## src/rtl/fetch_queue_pkg.sv

```systemverilog
// -----------------------------------------------------------------------------
// fetch_queue_pkg
// Shared fetch-side definitions: the NOP encoding driven to ID when no
// instruction is available, the default fetch PC after reset, and a helper
// that sizes occupancy counters. ID and the EX-stage monitor import the same
// package, so all three agree on these values.
// -----------------------------------------------------------------------------
package fetch_queue_pkg;

    // Encoding presented on id_instr while the queue head is empty.
    localparam logic [15:0] FQ_NOP_INSTR = 16'h0000;

    // Default fetch PC after reset.
    localparam logic [15:0] FQ_RESET_PC  = 16'h0000;

    // Width of a counter that must represent 0..depth inclusive.
    function automatic int unsigned fq_cnt_w(input int unsigned depth);
        return $clog2(depth + 1);
    endfunction

endpackage : fetch_queue_pkg

```

## src/rtl/fetch_queue_fifo.sv

```systemverilog
// -----------------------------------------------------------------------------
// fetch_queue_fifo
// DEPTH-entry circular buffer holding {pc, instr} pairs for the fetch queue.
// A flush empties the queue in one cycle by moving the read pointer onto the
// write pointer; a flush overrides push and pop in the same cycle.
//
// Ports
//   clk        in   clock, rising edge
//   rst_n      in   asynchronous reset, active low
//   push_i     in   write wr_data_i at the tail (never while full without pop)
//   pop_i      in   drop the head entry (never while empty)
//   flush_i    in   discard all entries
//   wr_data_i  in   entry to write
//   rd_data_o  out  head entry (registered storage, no path from wr_data_i)
//   rd_valid_o out  queue is non-empty
//   count_o    out  occupancy 0..DEPTH
// -----------------------------------------------------------------------------
module fetch_queue_fifo
    import fetch_queue_pkg::*;
#(
    parameter int unsigned WIDTH = 32,
    parameter int unsigned DEPTH = 4      // power of two, >= 2
) (
    input  logic                          clk,
    input  logic                          rst_n,
    input  logic                          push_i,
    input  logic                          pop_i,
    input  logic                          flush_i,
    input  logic [WIDTH-1:0]              wr_data_i,
    output logic [WIDTH-1:0]              rd_data_o,
    output logic                          rd_valid_o,
    output logic [$clog2(DEPTH+1)-1:0]    count_o
);

    localparam int unsigned PTR_W = $clog2(DEPTH);
    localparam int unsigned CNT_W = fq_cnt_w(DEPTH);

    logic [WIDTH-1:0] mem_q [DEPTH];
    logic [PTR_W-1:0] wr_ptr_q, wr_ptr_d;
    logic [PTR_W-1:0] rd_ptr_q, rd_ptr_d;
    logic [CNT_W-1:0] count_q,  count_d;

    // NOTE: every next-state value gets a default first so no path leaves it
    // unassigned; without that, synthesis infers a latch.
    always_comb begin
        wr_ptr_d = wr_ptr_q;
        rd_ptr_d = rd_ptr_q;
        count_d  = count_q;
        if (flush_i) begin
            rd_ptr_d = wr_ptr_q;
            count_d  = '0;
        end else begin
            // Pointers are exactly log2(DEPTH) bits, so +1 wraps at DEPTH.
            if (push_i) wr_ptr_d = wr_ptr_q + PTR_W'(1);
            if (pop_i)  rd_ptr_d = rd_ptr_q + PTR_W'(1);
            unique case ({push_i, pop_i})
                2'b10:   count_d = count_q + CNT_W'(1);
                2'b01:   count_d = count_q - CNT_W'(1);
                default: count_d = count_q;
            endcase
        end
    end

    // NOTE: state registers use non-blocking assignments so every flop
    // samples the pre-edge value regardless of statement order.
    always_ff @(posedge clk or negedge rst_n) begin
        if (!rst_n) begin
            wr_ptr_q <= '0;
            rd_ptr_q <= '0;
            count_q  <= '0;
        end else begin
            wr_ptr_q <= wr_ptr_d;
            rd_ptr_q <= rd_ptr_d;
            count_q  <= count_d;
        end
    end

    // NOTE: storage has no reset; validity is tracked by count_q alone, and
    // leaving the array unreset lets it map onto plain RAM/register cells.
    always_ff @(posedge clk) begin
        if (push_i && !flush_i) mem_q[wr_ptr_q] <= wr_data_i;
    end

    assign rd_data_o  = mem_q[rd_ptr_q];
    assign rd_valid_o = (count_q != '0);
    assign count_o    = count_q;

endmodule : fetch_queue_fifo

```

## src/rtl/fetch_queue.sv

```systemverilog
// -----------------------------------------------------------------------------
// fetch_queue
// Instruction-fetch front end. Owns the fetch PC, issues fetch addresses to
// the I-cache and buffers hit instructions with their PCs so that I-cache
// misses and ID stalls are decoupled. Redirects from the EX-stage monitor
// flush the queue and restart fetch at redirect_pc.
//
// Ports
//   clk          in   clock, rising edge
//   rst          in   asynchronous reset, active low
//   i_addr       out  fetch address (the fetch PC register)
//   i_req        out  fetch request valid this cycle
//   i_hit        in   instr valid for i_addr this cycle
//   instr        in   instruction from the I-cache
//   redirect     in   flush queue, restart fetch at redirect_pc
//   redirect_pc  in   new fetch PC
//   stall        in   ID cannot accept the head entry this cycle
//   id_valid     out  head entry valid
//   id_instr     out  head instruction (NOP_INSTR when !id_valid)
//   id_pc        out  head PC (0 when !id_valid)
//   q_count      out  occupancy
// -----------------------------------------------------------------------------
module fetch_queue
    import fetch_queue_pkg::*;
#(
    parameter int unsigned       ADDR_W    = 16,
    parameter int unsigned       INSTR_W   = 16,
    parameter int unsigned       DEPTH     = 4,
    parameter logic [ADDR_W-1:0] RESET_PC  = ADDR_W'(FQ_RESET_PC),
    parameter logic [INSTR_W-1:0] NOP_INSTR = INSTR_W'(FQ_NOP_INSTR)
) (
    input  logic                        clk,
    input  logic                        rst,
    output logic [ADDR_W-1:0]           i_addr,
    output logic                        i_req,
    input  logic                        i_hit,
    input  logic [INSTR_W-1:0]          instr,
    input  logic                        redirect,
    input  logic [ADDR_W-1:0]           redirect_pc,
    input  logic                        stall,
    output logic                        id_valid,
    output logic [INSTR_W-1:0]          id_instr,
    output logic [ADDR_W-1:0]           id_pc,
    output logic [$clog2(DEPTH+1)-1:0]  q_count
);

    localparam int unsigned CNT_W = fq_cnt_w(DEPTH);
    localparam int unsigned ENT_W = ADDR_W + INSTR_W;

    logic [ADDR_W-1:0] fpc_q, fpc_d;
    logic              push, pop;
    logic              head_valid;
    logic [ENT_W-1:0]  head_data;

    // Redirect wins over everything: no pop, no fetch, same-cycle hit dropped.
    assign pop   = head_valid & ~stall & ~redirect;
    // A full queue that is draining this cycle still has room at the edge.
    assign i_req = ~redirect & ((q_count < CNT_W'(DEPTH)) | pop);
    assign push  = i_req & i_hit;

    always_comb begin
        fpc_d = fpc_q;
        if (redirect)  fpc_d = redirect_pc;
        else if (push) fpc_d = fpc_q + ADDR_W'(1);   // wraps at 2^ADDR_W
    end

    always_ff @(posedge clk or negedge rst) begin
        if (!rst) fpc_q <= RESET_PC;
        else      fpc_q <= fpc_d;
    end

    assign i_addr = fpc_q;

    fetch_queue_fifo #(
        .WIDTH (ENT_W),
        .DEPTH (DEPTH)
    ) u_fifo (
        .clk        (clk),
        .rst_n      (rst),
        .push_i     (push),
        .pop_i      (pop),
        .flush_i    (redirect),
        .wr_data_i  ({fpc_q, instr}),
        .rd_data_o  (head_data),
        .rd_valid_o (head_valid),
        .count_o    (q_count)
    );

    // Head outputs are masked so stale storage never leaks to ID.
    always_comb begin
        id_valid = head_valid;
        id_instr = NOP_INSTR;
        id_pc    = '0;
        if (head_valid) begin
            id_instr = head_data[INSTR_W-1:0];
            id_pc    = head_data[ENT_W-1:INSTR_W];
        end
    end

endmodule : fetch_queue

```

## config.mk

```make
export PLATFORM = sky130hd
export DESIGN_NAME = fetch_queue
export DESIGN_NICKNAME = d
export VERILOG_FILES = /design/src/rtl/fetch_queue_pkg.sv /design/src/rtl/fetch_queue_fifo.sv /design/src/rtl/fetch_queue.sv
export SDC_FILE = /design/constraint.sdc
export NUM_CORES = 1
export LEC_CHECK = 0
export ABC_AREA = 1
export CAP_MARGIN = 20
export CELL_PAD_IN_SITES_DETAIL_PLACEMENT = 0
export CELL_PAD_IN_SITES_GLOBAL_PLACEMENT = 1
export CORE_MARGIN = 1.5
export CORE_UTILIZATION = 46
export DETAILED_ROUTE_END_ITERATION = 6
export GPL_TIMING_DRIVEN = 0
export PLACE_DENSITY = 0.93
export RECOVER_POWER = 25
export SYNTH_ARGS = -nofsm -noshare
export SYNTH_HDL_FRONTEND = slang
export SYNTH_SLANG_ARGS = --single-unit
```

## constraint.sdc

```tcl
create_clock -name clk -period 4.1 [get_ports clk]
set_input_delay 0.615 -clock clk [delete_from_list [all_inputs] [get_ports clk]]
set_output_delay 0.615 -clock clk [all_outputs]
set_load 0.02 [all_outputs]
```

# After elaboration in Yosys (flattened, before gate mapping)
# Memory sizes are Yosys's and may differ from the RTL's.
# Cells that the tools add are included.
op_classes:
  n_addsub: 5
  mul: 0
  div_mod_pow: 0
  order_cmp: 1
  eq_ne: 2
  shifts: 0
  n_mux: 10
  bitwise: 7
  n_reduce_logical: 7
ops:
  columns: ["cell", "count"]
  rows:
  - ["2-to-1 mux 16 bit", 4]
  - ["adder 16 x 1 -> 16 bit, second input constant", 1]
  - ["case mux 3 bit (2 select lines)", 1]
  - ["nonzero test 3 bit", 2]
  - ["adder 2 x 1 -> 2 bit, second input constant", 2]
  - ["AND 1 bit", 4]
  - ["2-to-1 mux 2 bit", 2]
  - ["nonzero test 2 bit", 2]
  - ["adder 3 x 1 -> 3 bit, second input constant", 1]
  - ["less-than comparator 3 bit, second input constant", 1]
  - ["2-to-1 mux 3 bit", 1]
  - ["subtractor 3 x 1 -> 3 bit, second input constant", 1]
  - ["== test 2 x 1 -> 1 bit, second input constant", 1]
  - ["== test 2 bit, second input constant", 1]
  - ["2-to-1 mux 1 bit", 2]
  - ["NOT 1 bit", 2]
  - ["AND reduction 2 bit", 1]
  - ["logical AND 1 bit", 1]
  - ["zero test 1 bit", 1]
  - ["OR 1 bit", 1]
totals:
  reg_bits: 23
  latchBits: 0
  ramBits: 128
  rom_bits: 0
  in_bits: 37
  out_inout_bits: 53
  elab_cells: 37
  memories: 1
memory_table:
  columns: ["memory", "depth", "width", "rd", "rd_ports_with_merged_regs", "wr", "line_no", "rtl"]
  rows:
  - ["u_fifo.mem_q", 4, 32, 1, 0, 1, "fetch_queue_fifo.sv:38", "logic [WIDTH-1:0] mem_q [DEPTH];"]

# Depth between registers and ports, before layout
# Gate-level depths: netlist of run 1.
depth:
  word_depth: 9
  ltp_mapped: 11

# Hierarchy
# Synthesis of run 1 repeated with hierarchy kept, for this count alone.
hier_totals:
  cells_unflattened: 614
  hier_area_um2: 6640.1
modules_own_cells:
  columns: ["module", "instances", "cells_each", "area_per_inst_um2", "seq_area_each_um2"]
  rows:
  - ["fetch_queue_fifo", 1, 372, 5181.2, 4018.9]
  - ["fetch_queue", 1, 242, 1458.9, 400.4]

# Worst setup path after synthesis of run 1
# No wires, ideal clock.
synth_timing:
  path_kind: "input to register"
  start: "input redirect"
  end: "memory u_fifo.mem_q[0][0], enable pin"
  setup_ns: 0.421
  arrival_time_ns: 2.271
  required_ns: 3.679
  path_slack_ns: 1.408
  path_stages: 3
  path_buffers: 0
  path_cell_list: "inv_2 -> nand3_4 -> nor2_1"
synth_between:
  elab_chain_len: 8
  word_cells_on_any_way: 9
  cone_classes: "2 x mux; 5 x bitwise; 2 x reduce/logical"
synth_rtl:
  columns: ["element", "line_no", "rtl"]
  rows:
  - ["start, declared", "fetch_queue.sv:38", "input logic redirect,"]
  - ["NOT 1 bit (no source line)", null, null]
  - ["AND 1 bit", "fetch_queue.sv:56", "assign pop = head_valid & ~stall & ~redirect;"]
  - ["OR 1 bit", "fetch_queue.sv:58", "assign i_req = ~redirect & ((q_count < CNT_W'(DEPTH)) | pop);"]
  - ["AND 1 bit", "fetch_queue.sv:58", null]
  - ["AND 1 bit", "fetch_queue.sv:59", "assign push = i_req & i_hit;"]
  - ["logical AND 1 bit (*)", "fetch_queue_fifo.sv:81", "if (push_i && !flush_i) mem_q[wr_ptr_q] <= wr_data_i;"]
  - ["2-to-1 mux 1 bit (*)", "fetch_queue_fifo.sv:81", null]
  - ["2-to-1 mux 1 bit (not written as such) (*)", "fetch_queue_fifo.sv:81", null]
  - ["end, declared", "fetch_queue_fifo.sv:38", null]
# Every way passes the cells marked *; elsewhere a longest branch is shown, timed or not.

# Worst setup path in the final report of run 1
layout_timing:
  start: "register u_fifo.count_q[0], in the netlist u_fifo.count_o[0]"
  end: "output id_pc[2]"
layout_between:
  elab_chain_len: 2
layout_rtl:
  columns: ["element", "line_no", "rtl"]
  rows:
  - ["start, declared", "fetch_queue_fifo.sv:41", "logic [CNT_W-1:0] count_q, count_d;"]
  - ["start signal, assigned", "fetch_queue_fifo.sv:74", "count_q <= count_d;"]
  - ["nonzero test 3 bit", "fetch_queue_fifo.sv:85", "assign rd_valid_o = (count_q != '0);"]
  - ["2-to-1 mux 16 bit", "fetch_queue.sv:94", "if (head_valid) begin"]
  - ["end, declared", "fetch_queue.sv:43", "output logic [ADDR_W-1:0] id_pc,"]
# Every way passes these cells.

==> impl_metrics.py, run 1 <==
metrics = {
    "status": {
        "run_status": "finished, final reports clean",
    },
    "detailed_routing": {
        "drt-total-wl_mm": 15.2,
        "ant_nets": 0,
        "vias_per_cell": 5.34,
        "dr_total_vias": 4780,
        "drt-pass1-iter-count": 5,
        "drc": 0,
        "drt_iter0_drc": 395,
        "wl_per_cell_um": 17.0,
    },
    "clock_tree": {
        "cts.sinks": 151,
        "worstSkewPairLatency_ps": 420,
        "hold_buffers": 0,
        "cts-root-buf": "clkbuf_16",
        "htree_levels": 4,
        "clk_pin_slew_ps": 60,
        "cts_resized": 0,
        "post_cts_buffers": 0,
        "cts_tree": "yes",
        "cts_buffer_depth": 2,
        "cts_buffers": 17,
    },
    "sta": {
        "rsz0062_at_grt": "no",
        "setup_viol": 0,
        "finalHoldViolCount": 0,
        "worstMarginPinSlew_ps": 622,
        "finClkSkew_ps": 9.51,
        "fin_setup_tns_ps": 0,
        "slew_headroom_pct": 58.4,
        "layout_min_cycle_time_ps": 3140,
        "fin_ws_ps": 956,
        "min_period_over_period_pct": 76.7,
        "fmax_ghz": 0.318,
        "drv_slew": 0,
    },
    "floorplan": {
        "fp.dieH_um": 122,
        "io_pins": 90,
        "die_width_um": 122,
        "die-area_sq_mm": 0.0148,
        "coreArea_sq_mm": 0.0138,
        "row_count": 43,
        "initial_utilization_pct": 46.9,
    },
    "critical_path": {
        "path_class": "reg -> out",
        "cp_max_fo": 10,
        "crit_arrival_ps": 2530,
        "startpoint_type": "flip-flop",
        "end_kind": "output pin",
        "worstPathRequired_ps": 3480,
    },
    "place": {
        "dp_hpwl_mm": 9.96,
        "numPortBuffers": 89,
        "place_ws_ps": 1260,
        "placed_area_sq_mm": 0.00774,
        "place_congestion": 0.875,
    },
    "pwr": {
        "finalPower_uw": 6080,
        "p_clk_share_pct": 27.0,
        "p_comb_share_pct": 39.8,
        "p_leak_uw": 0.00311,
        "power_density_mw_per_mm2": 724,
        "p_int_uw": 3860,
        "vdd_drop_max_uv": 314,
        "switchingPower_uw": 2230,
        "seqPwrFrac_pct": 33.2,
        "switching_share_pct": 36.6,
    },
    "logic_synthesis": {
        "yosysMostFrequentCell": "nor2_1",
        "netlist_top_cells_count": "151 x nor2_1, 128 x edfxtp_1, 61 x o21ai_0, 53 x nand2_1, 34 x a21oi_1",
        "yosys-top-cells-area": "edfxtp_1 59%, dfrtp_1 8.9%, nor2_1 8.7%, o21ai_0 4.7%, nand2_1 3.1%",
        "async_flop_share_pct": 15.2,
        "synth.distinct_cells": 37,
        "yosysTopAreaCellShare_pct": 59.3,
        "syn_avg_cell_area_sq_um": 11.0,
        "synth_edf_count": 128,
        "netlist_area_sq_mm": 0.00649,
        "yosys_register_bits": 151,
        "seq_area_frac_synth_pct": 68.1,
        "synth_flop_cell": "edfxtp_1",
        "ys_warn_count": 0,
        "syn_inst": 589,
        "syn-num-nets": 632,
        "synth_largest_area_cell": "edfxtp_1",
    },
    "layout": {
        "fin_area_sq_mm": 0.00840,
        "n_antenna_cell": 0,
        "area_delta_synth_final_pct": 29.5,
        "fin_nets": 745,
        "drive_gt1_share_pct": 10.5,
    },
    "global_route": {
        "overflow": 0,
        "grt_pass1_vias": 4813,
        "antenna_found_initial": 0,
        "track_usage_pct": 21.8,
        "grt_pass1_wl_mm": 24.1,
        "grt_max_degree": 24,
    },
    "hold_path": {
        "hold_class": "in -> async",
    },
    "job": {
        "maxCapViolations": 0,
    },
}
[cells by family (layout without fill, tap and decap cells)]
| family | count (synthesis) | in the layout | synth area share, % |
|---|---|---|---|
| compound gates | 127 | 127 | 10.6 |
| xor+xnor | 3 | 3 | 0.405 |
| fa+ha+maj | 6 | 6 | 1.27 |
| buf+inv | 63 | 189 | 4.30 |
| flops | 151 | 151 | 68.1 |
| simple gates | 239 | 239 | 15.3 |
[worst max-delay path, cell delays in order (launching register included)]
cell and delay (ps):
dfrtp_1 450, nor2_1 140, nand2_2 110, inv_1 210
clkbuf_1 460, a21oi_1 150, clkdlybuf4s50_1 580
[power by group through the flow]
stage	logic (uW)	clock network (uW)	registers (uW)
2_1_floorplan	1330	0	2060
3_3_place_gp	2300	0	2050
3_5_place_dp	2420	0	2050
4_1_cts	2440	1650	2020
5_1_grt	2640	1720	2040
6_report	2420	1640	2020
[routing by layer]
metal	GRT usage [%]	share of wire (%)	up-vias
li1	-	-	2277
met1	27.0	42	2295
met2	37.0	51	182
met3	5.10	5.9	26
met4	8.90	1.8	0
met5	0	0	-
[sequential cells by signal (all words and copies together), names as in the netlist]
name,cells
u_fifo.count_o,3
u_fifo.wr_ptr_q,2
u_fifo.mem_q,128
u_fifo.rd_ptr_q,2
i_addr,16
[cell type report]
class | instances | area, sq um
fill | 1071 | 5430
sequential | 151 | 4420
clock buffer | 17 | 425
inverter | 36 | 135
multi-input combinational | 375 | 1820
clock inverter | 15 | 201
tap | 180 | 225
timing repair buffer | 94 | 1030
buffer | 27 | 144
[cell usage in the layout (no fill, tap or decap), drive strengths merged]
| master | n |
|---|---|
| bufinv | 4 |
| clkinvlp | 2 |
| nor2 | 151 |
| dlygate4sd3 | 6 |
| nand4 | 4 |
| o21ai | 74 |
| o221ai | 1 |
| o311ai | 1 |
| fa | 1 |
| nand2 | 59 |
| xnor2 | 1 |
| xor2 | 2 |
| a21oi | 35 |
| nand3 | 19 |
| ha | 5 |
| a21o | 1 |
| nand3b | 1 |
| o22ai | 1 |
| dfrtp | 23 |
| clkinv | 7 |
| clkbuf | 29 |
| nor3 | 5 |
| o211ai | 4 |
| edfxtp | 128 |
| clkdlybuf4s50 | 83 |
| a22oi | 10 |
| inv | 38 |
| buf | 20 |
[per-stage QoR]
stage	utilization (%)	hold WS, ps	cells
after CTS	60.5	586	894
after global placement	55.0	536	858
after detailed placement	56.0	561	862
after global routing	60.7	584	895
after floorplan	-	319	589
final	60.7	568	895
[final timing paths]
check	depth (start not counted)	slack, ps	from	end
max	6	960	u_fifo.count_o[0]$_DFFE_PN0P_	id_pc[2]
min reg2reg	2	580	u_fifo.count_o[1]$_DFFE_PN0P_	u_fifo.count_o[1]$_DFFE_PN0P_
max reg2reg	4	2200	u_fifo.count_o[2]$_DFFE_PN0P_	u_fifo.mem_q[1][29]$_DFFE_PP_
min in group clk	2	580	u_fifo.count_o[1]$_DFFE_PN0P_	u_fifo.count_o[1]$_DFFE_PN0P_
min	1	570	rst	i_addr[8]$_DFFE_PN0P_
max in group asynchronous	2	3080	rst	u_fifo.count_o[1]$_DFFE_PN0P_
(Power assumes the default switching activity.)
==> run 2: changes to the inputs <==
--- a/config.mk
+++ b/config.mk
@@ -10,10 +10,10 @@
 export CELL_PAD_IN_SITES_DETAIL_PLACEMENT = 0
 export CELL_PAD_IN_SITES_GLOBAL_PLACEMENT = 1
 export CORE_MARGIN = 1.5
-export CORE_UTILIZATION = 46
+export CORE_UTILIZATION = 43
 export DETAILED_ROUTE_END_ITERATION = 6
 export GPL_TIMING_DRIVEN = 0
-export PLACE_DENSITY = 0.93
+export PLACE_DENSITY = 0.88
 export RECOVER_POWER = 25
 export SYNTH_ARGS = -nofsm -noshare
 export SYNTH_HDL_FRONTEND = slang
==> constraint.sdc (replaced) <==
create_clock -name clk -period 3.1 [get_ports clk]
set_input_delay 0.465 -clock clk [delete_from_list [all_inputs] [get_ports clk]]
set_output_delay 0.465 -clock clk [all_outputs]
set_load 0.02 [all_outputs]
==> run 2 against run 1 <==
  * The run now ends with DRC left
  * Sequential power grew 32%
  * Clock power grew 22%
  * Power grew 30%
  * Via count shrank 0.27%
  * Design area shrank 0.95%
==> impl_metrics.py, run 2 (synthesis gave the netlist of run 1 again) <==
metrics = {
    "layout": {
        "top_register": "u_fifo.mem_q",
        "fin_area_sq_mm": 0.00832,
        "final_cell_mix": "147 x nor2_1, 128 x edfxtp_1, 78 x clkdlybuf4s50_1, 61 x o21ai_0, 53 x nand2_1",
        "stdcell_count": 898,
        "drive_gt1_share_pct": 10.1,
        "final_common_cell": "nor2_1",
        "largest_register_ffs": 128,
        "nFillCells": 1205,
        "fin_nets": 745,
        "n_antenna_cell": 0,
        "area_delta_synth_final_pct": 28.2,
    },
    "critical_path": {
        "r2r_cells": 11,
        "worstPathRequired_ps": 2630,
        "path_cells": "buf_4, clkinv_1, clkbuf_2, o21ai_0, a21oi_1, clkdlybuf4s50_1",
        "max_stage_delay_ps": 660,
        "crit_arrival_ps": 2450,
        "end_kind": "output pin",
        "cp_max_fo": 10,
        "regToRegStartpoint": "u_fifo.count_o[0]$_DFFE_PN0P_",
        "startpoint_type": "flip-flop",
        "cp_num_buf_inv": 4,
        "path_class": "reg -> out",
        "critPathTopFamily": "buffers and inverters",
        "r2r_slack_ps": 1250,
        "crit_slowest_cell": "clkdlybuf4s50_1",
        "reg2reg_to": "u_fifo.count_o[2]$_DFFE_PN0P_",
    },
    "sta": {
        "min_period_over_period_pct": 94.0,
        "finalHoldViolCount": 0,
        "fmax_ghz": 0.343,
        "worstMarginPinSlew_ps": 1160,
        "drv_slew": 0,
        "rsz0062_at_grt": "no",
        "layout_min_cycle_time_ps": 2910,
        "setup_viol": 0,
        "finClkSkew_ps": 10.8,
        "slew_headroom_pct": 22.4,
    },
    "pwr": {
        "p_comb_share_pct": 40.9,
        "p_clk_share_pct": 25.3,
        "p_leak_uw": 0.00308,
        "seqPwrFrac_pct": 33.8,
        "finalPower_uw": 7910,
        "p_int_uw": 5000,
        "vdd_drop_max_uv": 503,
        "switchingPower_uw": 2910,
        "switching_share_pct": 36.8,
        "power_density_mw_per_mm2": 952,
    },
    "job": {
        "maxCapViolations": 0,
    },
    "floorplan": {
        "row_count": 44,
        "die-area_sq_mm": 0.0158,
        "io_pins": 90,
        "initial_utilization_pct": 44.3,
        "die_width_um": 126,
        "coreArea_sq_mm": 0.0146,
        "fp.dieH_um": 126,
    },
    "global_route": {
        "antenna_found_initial": 0,
        "grt_pass1_vias": 4932,
        "grt_pass1_wl_mm": 24.8,
        "track_usage_pct": 20.5,
        "grt_max_degree": 24,
        "overflow": 0,
    },
    "detailed_routing": {
        "drt-total-wl_mm": 15.7,
        "wl_per_cell_um": 17.5,
        "drt_iter0_drc": 457,
        "drt-pass1-iter-count": 7,
        "drc": 5,
        "ant_nets": 0,
        "dr_total_vias": 4767,
        "vias_per_cell": 5.31,
    },
    "clock_tree": {
        "cts-root-buf": "clkbuf_16",
        "clk_pin_slew_ps": 60,
        "worstSkewPairLatency_ps": 420,
        "htree_levels": 4,
        "cts_tree": "yes",
        "cts.sinks": 151,
        "cts_buffer_depth": 2,
        "hold_buffers": 0,
        "cts_buffers": 17,
    },
    "place": {
        "placed_area_sq_mm": 0.00774,
        "place_congestion": 0.860,
        "numPortBuffers": 89,
        "dp_cells": 866,
        "dp_hpwl_mm": 9.91,
    },
    "status": {
        "run_status": "finished, violations left",
        "violations": "DRC",
    },
    "hold_path": {
        "hold_class": "in -> async",
    },
}
## run 2: power by group through the flow
stage          Sequential (uW)  Clock (uW)  Combinational (uW)
2_1_floorplan             2730           0                1760
3_3_place_gp              2710           0                3090
3_5_place_dp              2710           0                3220
5_1_grt                   2710        2110                3500
6_report                  2670        2000                3240
4_1_cts                   2670        2020                3260
## run 2: layout make-up
| cell class | instances | area [sq um] | share of cell area [%] |
|---|---|---|---|
| Tap cell | 184 | 230 | 2.77 |
| Timing Repair Buffer | 94 | 997 | 12.0 |
| Inverter | 36 | 135 | 1.62 |
| Clock buffer | 20 | 437 | 5.25 |
| Multi-Input combinational cell | 375 | 1820 | 21.9 |
| Buffer | 27 | 148 | 1.78 |
| Clock inverter | 11 | 133 | 1.59 |
| Sequential cell | 151 | 4420 | 53.1 |
## run 2: timing repair
| action | CTS | global route |
|---|---|---|
| setup endpoints to repair | 0 | 15 |
| resized for setup | 0 | 6 |
| setup buffers | 0 | 0 |
## run 2: per-stage QoR
step / hold WS (ps) / worst slack, ps / setup TNS (ps) / utilization (%)
final: 336 / 187 / 0 / 56.8
after global routing: 333 / 31.2 / 0 / 56.8
after floorplan: 169 / 526 / 0 / -
after global placement: 540 / -978 / -121130 / 51.9
after CTS: 573 / 65.9 / 0 / 56.7
after detailed placement: 554 / 499 / 0 / 52.9
## run 2: worst register-to-register path, delay by kind of cell (launching register included)
family	cells	cell delay (ps)
buffers and inverters	2	130
AND/OR/NAND/NOR	7	600
adder cells (fa/ha/maj)	1	380
flip-flops	1	440
XOR/XNOR	1	190
## run 2: layer usage
metal / vias to the layer above / global-route usage (%) / wire length, um
li1: 2268 / - / -
met1: 2293 / 25.8 / 6630
met2: 190 / 34.3 / 7780
met3: 16 / 4.89 / 1100
met4: 0 / 8.86 / 189
met5: - / 0 / 0
## run 2: how the worst max path moves through the flow
stage | startpoint | end | slack [ps] | cells after the start
after CTS | u_fifo.count_o[0]$_DFFE_PN0P_ | id_instr[7] | 70 | 6
after detailed placement | u_fifo.count_o[0]$_DFFE_PN0P_ | id_instr[7] | 500 | 6
final | u_fifo.rd_ptr_q[0]$_DFFE_PN0P_ | id_pc[3] | 190 | 6
after global placement | redirect | u_fifo.mem_q[1][0]$_DFFE_PP_ | -980 | 4
after global routing | u_fifo.rd_ptr_q[0]$_DFFE_PN0P_ | id_pc[3] | 30 | 6
after floorplan | u_fifo.count_o[2]$_DFFE_PN0P_ | u_fifo.mem_q[0][0]$_DFFE_PP_ | 530 | 3
